`src/rtl/store_buffer_pkg.sv`:
```
// Shared types for the store buffer: size encodings, pointer/index widths and the entry record.
package store_buffer_pkg;

    localparam int unsigned SB_PTR_W = 4;
    localparam int unsigned SB_IDX_W = 3;

    typedef enum logic [1:0] {
        SizeByte = 2'b00,
        SizeHalf = 2'b01,
        SizeWord = 2'b10
    } sb_size_e;

    typedef struct packed {
        logic [31:0] addr;
        logic [31:0] data;
        logic [1:0]  size;
        logic        filled;
    } sb_entry_t;

endpackage

```
`src/rtl/sb_fwd_match.sv`:
```
// Load-forwarding search: youngest filled, allocated entry whose word address matches the load.
module sb_fwd_match
    import store_buffer_pkg::*;
#(
    parameter int unsigned DEPTH = 8
) (
    input  sb_entry_t           entries [DEPTH],
    input  logic [SB_PTR_W-1:0] read_point,
    input  logic [SB_PTR_W-1:0] write_point,
    input  logic [31:0]         ld_addr,
    output logic                hit,
    output logic [31:0]         data,
    output logic                conflict
);

    logic [SB_PTR_W-1:0] occupancy;
    logic                found;
    logic [31:0]         sel_data;
    logic [1:0]          sel_size;
    logic [SB_IDX_W-1:0] idx;
    logic [DEPTH-1:0]    unused_low_bits;

    assign occupancy = write_point - read_point;

    // Walk from oldest to youngest so the last match seen is the youngest.
    always_comb begin
        found    = 1'b0;
        sel_data = '0;
        sel_size = '0;
        idx      = '0;
        for (int age = 0; age < int'(DEPTH); age++) begin
            idx = read_point[SB_IDX_W-1:0] + SB_IDX_W'(age);
            if ((SB_PTR_W'(age) < occupancy) && entries[idx].filled &&
                (entries[idx].addr[31:2] == ld_addr[31:2])) begin
                found    = 1'b1;
                sel_data = entries[idx].data;
                sel_size = entries[idx].size;
            end
        end
    end

    assign hit      = found && (sel_size == SizeWord);
    assign conflict = found && (sel_size != SizeWord);
    assign data     = hit ? sel_data : '0;

    for (genvar i = 0; i < int'(DEPTH); i++) begin : g_unused
        assign unused_low_bits[i] = ^entries[i].addr[1:0];
    end

endmodule

```
`src/rtl/store_buffer.sv`:
```
// Store buffer: holds dispatched stores until retired, then drains them one per cycle to the
// data cache. Load forwarding is built only when SB_LD_FWD_EN is defined.
module store_buffer
    import store_buffer_pkg::*;
#(
    parameter int unsigned DEPTH = 8
) (
    input  logic                clk,
    input  logic                reset,
    input  logic [SB_PTR_W-1:0] sb_write_point,
    input  logic                agu_wr_en,
    input  logic [SB_IDX_W-1:0] agu_wr_idx,
    input  logic [31:0]         agu_addr,
    input  logic [31:0]         agu_data,
    input  logic [1:0]          agu_size,
    input  logic                commit_1,
    input  logic                commit_2,
    input  logic                flush,
    output logic                dc_req,
    output logic [31:0]         dc_addr,
    output logic [31:0]         dc_wdata,
    output logic [1:0]          dc_size,
    input  logic                dc_ack,
    output logic [SB_PTR_W-1:0] sb_read_point,
    output logic [SB_PTR_W-1:0] sb_commit_point,
    input  logic [31:0]         ld_addr,
    output logic                ld_hit,
    output logic [31:0]         ld_data,
    output logic                ld_conflict,
    output logic                sb_empty
);

    typedef enum logic {StIdle, StReq} state_e;
    typedef logic [SB_PTR_W-1:0] ptr_t;
    typedef logic [SB_IDX_W-1:0] idx_t;

    // Distance of an entry index from the head, modulo the buffer depth.
    function automatic ptr_t age_of(input idx_t idx, input ptr_t base);
        idx_t diff;
        diff = idx - base[SB_IDX_W-1:0];
        return {1'b0, diff};
    endfunction

    state_e      state_q, state_d;
    ptr_t        read_q, read_d, commit_q, commit_d;
    sb_entry_t   entries_q [DEPTH];
    sb_entry_t   entries_d [DEPTH];
    logic [31:0] addr_q, addr_d, wdata_q, wdata_d;
    logic [1:0]  size_q, size_d;

    ptr_t occupancy, commit_room, commit_inc;
    idx_t head_idx, next_idx;

    assign occupancy   = sb_write_point - read_q;
    assign commit_room = sb_write_point - commit_q;
    assign commit_inc  = ptr_t'(commit_1) + ptr_t'(commit_2);
    assign commit_d    = commit_q + ((commit_inc > commit_room) ? commit_room : commit_inc);
    assign head_idx    = read_q[SB_IDX_W-1:0];
    assign next_idx    = head_idx + idx_t'(1);

    always_comb begin
        entries_d = entries_q;
        read_d    = read_q;
        state_d   = state_q;
        addr_d    = addr_q;
        wdata_d   = wdata_q;
        size_d    = size_q;

        if (agu_wr_en && (age_of(agu_wr_idx, read_q) < occupancy)) begin
            entries_d[agu_wr_idx] = '{addr: agu_addr, data: agu_data, size: agu_size,
                                      filled: 1'b1};
        end

        // Flush sees this cycle's commits first, so only still-speculative entries are dropped.
        if (flush) begin
            for (int i = 0; i < int'(DEPTH); i++) begin
                if (age_of(idx_t'(i), read_q) >= (commit_d - read_q)) begin
                    entries_d[idx_t'(i)].filled = 1'b0;
                end
            end
        end

        unique case (state_q)
            StIdle: begin
                if ((commit_q != read_q) && entries_q[head_idx].filled) begin
                    state_d = StReq;
                    addr_d  = entries_q[head_idx].addr;
                    wdata_d = entries_q[head_idx].data;
                    size_d  = entries_q[head_idx].size;
                end
            end
            StReq: begin
                if (dc_ack) begin
                    read_d                     = read_q + ptr_t'(1);
                    entries_d[head_idx].filled = 1'b0;
                    if ((read_d != commit_q) && entries_q[next_idx].filled) begin
                        addr_d  = entries_q[next_idx].addr;
                        wdata_d = entries_q[next_idx].data;
                        size_d  = entries_q[next_idx].size;
                    end else begin
                        state_d = StIdle;
                    end
                end
            end
            default: state_d = StIdle;
        endcase
    end

    always_ff @(posedge clk or negedge reset) begin
        if (!reset) begin
            state_q  <= StIdle;
            read_q   <= '0;
            commit_q <= '0;
            addr_q   <= '0;
            wdata_q  <= '0;
            size_q   <= '0;
            for (int i = 0; i < int'(DEPTH); i++) begin
                entries_q[i] <= '0;
            end
        end else begin
            state_q   <= state_d;
            read_q    <= read_d;
            commit_q  <= commit_d;
            addr_q    <= addr_d;
            wdata_q   <= wdata_d;
            size_q    <= size_d;
            entries_q <= entries_d;
        end
    end

    assign dc_req          = (state_q == StReq);
    assign dc_addr         = addr_q;
    assign dc_wdata        = wdata_q;
    assign dc_size         = size_q;
    assign sb_read_point   = read_q;
    assign sb_commit_point = commit_q;
    assign sb_empty        = (read_q == sb_write_point);

`ifdef SB_LD_FWD_EN
    sb_fwd_match #(
        .DEPTH(DEPTH)
    ) u_fwd_match (
        .entries    (entries_q),
        .read_point (read_q),
        .write_point(sb_write_point),
        .ld_addr    (ld_addr),
        .hit        (ld_hit),
        .data       (ld_data),
        .conflict   (ld_conflict)
    );
`else
    logic unused_ld_addr;
    assign unused_ld_addr = ^ld_addr;
    assign ld_hit         = 1'b0;
    assign ld_data        = '0;
    assign ld_conflict    = 1'b0;
`endif

endmodule

```
`config.mk`:
```
export PLATFORM = sky130hd
export DESIGN_NAME = store_buffer
export DESIGN_NICKNAME = d
export VERILOG_FILES = /design/src/rtl/store_buffer_pkg.sv /design/src/rtl/sb_fwd_match.sv /design/src/rtl/store_buffer.sv
export SDC_FILE = /design/constraint.sdc
export NUM_CORES = 1
export LEC_CHECK = 0
export BUFFER_PORTS_ARGS = -buffer_cell sky130_fd_sc_hd__clkbuf_2
export CAP_MARGIN = 20
export CORE_UTILIZATION = 61
export DETAILED_ROUTE_END_ITERATION = 6
export PLACE_DENSITY_LB_ADDON = 0.08
export SLEW_MARGIN = 30
export SYNTH_ARGS = -nofsm -noshare
export SYNTH_HDL_FRONTEND = slang
export SYNTH_HIERARCHICAL = 1
export SYNTH_SLANG_ARGS = --single-unit
export TNS_END_PERCENT = 50
```
`constraint.sdc`:
```
create_clock -name clk -period 5.55 [get_ports clk]
set_input_delay 0.8325 -clock clk [delete_from_list [all_inputs] [get_ports clk]]
set_output_delay 0.8325 -clock clk [all_outputs]
set_load 0.01 [all_outputs]
```
==> impl_results.md, run 1 <==
- Post-route antenna net violation count: 0
- Worst-margin pin slew: 1.01 ns
- Top-count cell post-synth: dfrtp_1
- Largest area contributor in the netlist: dfrtp_1
- DP Cell Count: 2763
- Die height: 230 µm
- Worst Skew: 0.0200 ns
- Synth top area cells: dfrtp_1 48%, mux2_2 21%, mux4_2 19%, o22ai_1 2.6%, ha_1 1.5%
- Hpwl dp: 39.9 mm
- First-pass DRT Iterations: 4
- Via/cell ratio: 6.58
- CTS Buf Count: 67
- # rows: 83
- CTS tree: done
- VDD IR max: 0.000606 V
- Post-Route WL: 73.9 mm
- CTS Sinks: 611
- Postcts setup bufs: 0
- RSZ-0062 raised after global routing: false
- Pin count of the biggest net entering global routing: 143
- Status: finished, final reports clean
- Die width: 230 µm
- Clock Latency Late Sink: 0.60 ns
- Crit start category: flip-flop
- DR WL/cell: 25.7 µm
- Starting Density: 0.618
- Crit. End Element: flip-flop
- H-Tree Depth: 3
- Placed cell area: 0.0330 mm²
- Iter 0 DRT Violations: 1192
- CORE AREA: 0.0513 mm²
- Area delta synth->final: 11.0%
- Syn Area/Cell: 15.5 µm²
- PD cells: 728 mW/mm²
- Synth cell types: 39
- CP top delay family: adder cells
- Asr flop ratio synth: 1.00
- # port buffers: 155
- Initial antenna violation count: 7
- GRT Util Overall: 0.292
- Class of the worst hold path: in -> async
- Hold-fix buffers, CTS: 0
- CP max FO: 8
- Gate Count Post-Synth: 2044
- Arrival @ worst endpoint: 5.18 ns
- Cell Count, Final, Fillers Out: 2880
- Ys Warns: 6
- Minimum clock period: 4.66 ns
- Final Setup Violations: 0
- Slew Limit Fails: 0
- Fin Setup TNS: 0 ns
- Area share of the largest cell type after synthesis: 0.482
- Maxcap violations: 0
- Sequential element share of the synthesized area: 0.482
- First-pass GRT wire length: 119 mm
- Hold slack: 0.245 ns
- Clock root buffer master: clkbuf_16
- Drt drc: 0
- Critical path's slowest cell: fa_1
- Final nets: 2307
- GRT overflow: 0
- Worst Path Buf+Inv: 2
- Post-synthesis register bit count: 611
- Via count: 18900
- Gpl congestion: 0.800
- CP max stage delay: 0.51 ns
- Die area: 0.0529 mm²
- Vias in the first global route: 20100
- Share of post-route cells with drive strength above 1: 0.537
- Cell area after synthesis: 0.0317 mm²
- Clk buf depth: 3
- Max Freq: 215 MHz
- Sequence of cells on the critical path: ha_1 -> fa_1 -> ha_1 -> nand2_1 -> o21ai_0 -> a2111oi_0 -> buf_4 -> mux2i_1 -> ha_1 -> fa_1 -> fa_1 -> xnor2_1 -> buf_4 -> ha_1 -> nor2b_1 -> nor2_1 -> o221a_2
- Worst slew margin: 0.327
- Ys flop type: dfrtp_1
- Final Hold Violating Endpoints: 0
- Io pins: 222
- Post-CTS sizing: 0
- CP dominant cell by count: ha_1
- Synth top cells by count: 611 x dfrtp_1, 594 x mux2_2, 267 x mux4_2, 132 x o22ai_1, 74 x nor2_1
- Cell leakage power: 14.6 nW
- Post-synth EDFFs: 0
- Post-route cell area: 0.0352 mm²
- Final worst path period share: 0.839
- CP Data Required Time: 6.07 ns
- Critical Setup Path Class: reg -> reg
- Clk slew on worst S/H paths: 0.06 ns
-- per-layer routing --
layer / wire length, µm / part of all wire / GRT usage
met5: 54 / 0.00073 / 0
met4: 1420 / 0.019 / 0.0704
met2: 37400 / 0.51 / 0.483
met3: 3720 / 0.050 / 0.0510
met1: 31300 / 0.42 / 0.407
-- through the flow --
stage | power (W) | utilization | setup slack (ns)
floorplan | 0.0181 | - | 0.280
global placement | 0.0207 | 0.643 | 0.427
detailed placement | 0.0213 | 0.643 | 0.382
CTS | 0.0258 | 0.686 | 0.867
global route | 0.0273 | 0.686 | 0.525
finish | 0.0256 | 0.686 | 0.894
-- layout by cell type (no fill, tap or decap), types with 5 or more instances in the layout --
cell type / netlist / layout
a21o_1: 7 / 7
a21oi_1: 13 / 13
buf_12: 0 / 22
buf_4: 44 / 16
bufinv_16: 0 / 5
clkbuf_1: 61 / 16
clkbuf_16: 0 / 71
clkbuf_2: 0 / 154
clkbuf_8: 0 / 11
clkinv_2: 0 / 8
conb_1: 1 / 35
dfrtp_1: 611 / 609
fa_1: 6 / 6
ha_1: 37 / 36
inv_1: 25 / 25
mux2_2: 594 / 594
mux4_2: 267 / 267
nand2_1: 16 / 14
nand3_1: 5 / 5
nor2_1: 74 / 74
nor3_2: 0 / 8
o221a_2: 8 / 8
o22ai_1: 132 / 132
xnor2_1: 14 / 14
xor2_1: 8 / 8
-- power breakdown --
part           switching, W  total [W]  internal, W  leakage [nW]
combinational       0.00548     0.0127      0.00724          6.10
clock               0.00177    0.00448      0.00271          1.08
sequential          0.00167    0.00842      0.00675          7.37
total               0.00892     0.0256       0.0167          14.6
-- cell type report --
type,instances,area (µm²)
Multi-Input combinational cell,1254,15400
Clock inverter,16,214
Tap cell,680,851
Sequential cell,611,15300
Antenna cell,3,7.51
Fill cell,3545,16100
Timing Repair Buffer,193,1350
Inverter,25,93.8
Clock buffer,98,1990
-- cells by family after synthesis --
family | Yosys count | share of synthesized area
mux | 864 | 0.402
flops | 611 | 0.482
buf+inv | 213 | 0.0389
compound gates | 172 | 0.0357
simple gates | 117 | 0.0158
fa+ha+maj | 43 | 0.0184
xor+xnor | 23 | 0.00695
other cells | 1 | 0.000118
-- worst paths after layout --
| kind | from | endpoint | slack, ns | cells past startpoint |
|---|---|---|---|---|
| max in group asynchronous | reset | dc_addr[30]$_DFFE_PN0P_ | 4.09 | 2 |
| max | sb_commit_point[0]$_DFF_PN0_ | entries_q[0]$_DFF_PN0_ | 0.89 | 17 |
| min in group clk | dc_addr[15]$_DFFE_PN0P_ | dc_addr[15]$_DFFE_PN0P_ | 0.50 | 1 |
| min | reset | sb_read_point[2]$_DFFE_PN0P_ | 0.25 | 1 |
| max reg2reg | sb_commit_point[0]$_DFF_PN0_ | entries_q[0]$_DFF_PN0_ | 0.89 | 17 |
| min reg2reg | dc_addr[15]$_DFFE_PN0P_ | dc_addr[15]$_DFFE_PN0P_ | 0.50 | 1 |
Power figures use the tool's default switching activity.
==> run 2, diff against run 1 <==
--- a/config.mk
+++ b/config.mk
@@ -7,7 +7,7 @@
 export LEC_CHECK = 0
 export BUFFER_PORTS_ARGS = -buffer_cell sky130_fd_sc_hd__clkbuf_2
 export CAP_MARGIN = 20
-export CORE_UTILIZATION = 61
+export CORE_UTILIZATION = 55
 export DETAILED_ROUTE_END_ITERATION = 6
 export PLACE_DENSITY_LB_ADDON = 0.08
 export SLEW_MARGIN = 30
==> constraint.sdc (replaced) <==
create_clock -name clk -period 4.2 [get_ports clk]
set_input_delay 0.63 -clock clk [delete_from_list [all_inputs] [get_ports clk]]
set_output_delay 0.63 -clock clk [all_outputs]
set_load 0.01 [all_outputs]
==> impl_results.md, run 2 (same netlist as run 1, synthesis figures left out) <==
- Status: complete, but fails checks
- Failing checks: setup timing
- R2R Path End: entries_q[134]$_DFF_PN0_
- Share of post-route cells with drive strength above 1: 0.554
- Crit start category: flip-flop
- Sequential share of power: 0.320
- First-pass GRT wire length: 122 mm
- Clk buf depth: 3
- Worst-margin pin slew: 0.978 ns
- CP max FO: 4
- Switching Fraction: 0.351
- Final worst-path setup slack: -0.0345 ns
- CTS Buf Count: 68
- Pin count of the biggest net entering global routing: 136
- Die area: 0.0586 mm²
- Final worst path period share: 1.01
- Iter 0 DRT Violations: 1220
- Gpl congestion: 0.836
- Via count: 19000
- DP Cell Count: 2873
- CTS tree: done
- R2R Setup Slk: -0.03 ns
- Die width: 242 µm
- # rows: 87
- CP Data Required Time: 4.72 ns
- # port buffers: 155
- Io pins: 222
- Net Sw Power: 0.0121 W
- Max Freq: 236 MHz
- Commonest cells after routing, fill and taps aside: 609 x dfrtp_1, 594 x mux2_2, 267 x mux4_2, 154 x clkbuf_2, 132 x o22ai_1
- DR WL/cell: 25.2 µm
- Worst Path Buf+Inv: 3
- CTS Sinks: 611
- Initial antenna violation count: 3
- Vias in the first global route: 20400
- Area delta synth->final: 12.7%
- Clock Latency Late Sink: 0.60 ns
- Worst Skew: 0.0267 ns
- Class of the worst hold path: in -> async
- Sequence of cells on the critical path: ha_4 -> fa_2 -> ha_4 -> buf_6 -> a21oi_4 -> a2111oi_4 -> mux2i_1 -> ha_2 -> fa_2 -> fa_2 -> inv_2 -> ha_4 -> inv_2 -> a21o_1 -> a21oi_2 -> o221a_2
- R2R cell count: 16
- Post-Route WL: 75.3 mm
- Fin Setup TNS: -0.0858 ns
- Critical path's slowest cell: fa_2
- Arrival @ worst endpoint: 4.75 ns
- Share of total power in the clock network: 0.168
- First-pass DRT Iterations: 5
- Cell Count, Final, Fillers Out: 2992
- Final core utilization: 0.630
- Slew Limit Fails: 0
- Cell leakage power: 14.8 nW
- Final nets: 2343
- Fillers: 4173
- Clock root buffer master: clkbuf_16
- Hold slack: 0.0509 ns
- Critical Setup Path Class: reg -> reg
- Most common cell after layout, fill and taps aside: dfrtp_1
- PD cells: 966 mW/mm²
- Post-route antenna net violation count: 0
- Clk slew on worst S/H paths: 0.06 ns
- GRT overflow: 0
- Worst slew margin: 0.348
- Die height: 242 µm
- Hpwl dp: 43.3 mm
- VDD IR max: 0.000733 V
- Final Hold Violating Endpoints: 0
- Drt drc: 0
- Int Pwr: 0.0224 W
- Crit. End Element: flip-flop
- Maxcap violations: 0
- CORE AREA: 0.0567 mm²
- Starting Density: 0.559
- RSZ-0062 raised after global routing: true
- GRT Util Overall: 0.268
- Via/cell ratio: 6.35
- Worst R2R Start: sb_commit_point[0]$_DFF_PN0_
- Minimum clock period: 4.23 ns
- CP max stage delay: 0.56 ns
- CP top delay family: adder cells
- H-Tree Depth: 3
- Final Setup Violations: 5
- Combinational share of power: 0.512
==> run 2: metrics by stage <==
| step | power (W) | area (µm²) | setup slack (ns) |
|---|---|---|---|
| 2_1_floorplan | 0.0241 | 31900 | -0.0669 |
| 3_3_place_gp | 0.0280 | 33500 | -0.414 |
| 3_5_place_dp | 0.0287 | 33500 | -0.497 |
| 4_1_cts | 0.0347 | 35700 | -0.0357 |
| 5_1_grt | 0.0367 | 35700 | -0.195 |
| 6_report | 0.0345 | 35700 | -0.0345 |
==> run 2: power groups by stage <==
| stage | clock (W) | sequential, W | combinational [W] |
|---|---|---|---|
| CTS | 0.00594 | 0.0110 | 0.0177 |
| finish | 0.00580 | 0.0110 | 0.0177 |
| global placement | 0 | 0.0108 | 0.0172 |
| global route | 0.00617 | 0.0115 | 0.0191 |
| floorplan | 0 | 0.0105 | 0.0136 |
| detailed placement | 0 | 0.0111 | 0.0176 |
==> run 2: what timing repair did <==
action | 4_1_cts | 5_1_grt
endpoints found under the setup margin | 8 | 8
hold buffers | 0 | 0
setup buffers | 1 | 0
pin swaps | 10 | 7
gates resized for setup | 7 | 5
==> run 2: metal layers <==
layer	track usage	up-vias	share of wire
li1	-	8137	-
met1	0.372	10400	0.43
met2	0.448	384	0.50
met3	0.0407	123	0.042
met4	0.0670	4	0.020
met5	0	-	0.00036
==> run 2: how the worst max path moves through the flow <==
stage / startpoint / cells past startpoint / slack, ns / to
CTS: sb_commit_point[0]$_DFF_PN0_ / 16 / -0.04 / entries_q[134]$_DFF_PN0_
floorplan: sb_write_point[0] / 15 / -0.07 / entries_q[268]$_DFF_PN0_
detailed placement: sb_write_point[0] / 18 / -0.50 / entries_q[134]$_DFF_PN0_
finish: sb_commit_point[0]$_DFF_PN0_ / 16 / -0.03 / entries_q[134]$_DFF_PN0_
global route: sb_commit_point[0]$_DFF_PN0_ / 16 / -0.20 / entries_q[134]$_DFF_PN0_
global placement: sb_write_point[0] / 18 / -0.41 / entries_q[402]$_DFF_PN0_
==> run 2: final cells by class <==
class	count	area, µm²	area share
diodes	1	2.50	0.0000700
clock buffers	101	2020	0.0565
clock inverters	16	140	0.00392
inverters	25	106	0.00298
multi-input cells	1254	15500	0.434
flip-flops and latches	611	15300	0.428
well taps	756	946	0.0265
repair buffers	228	1710	0.0479
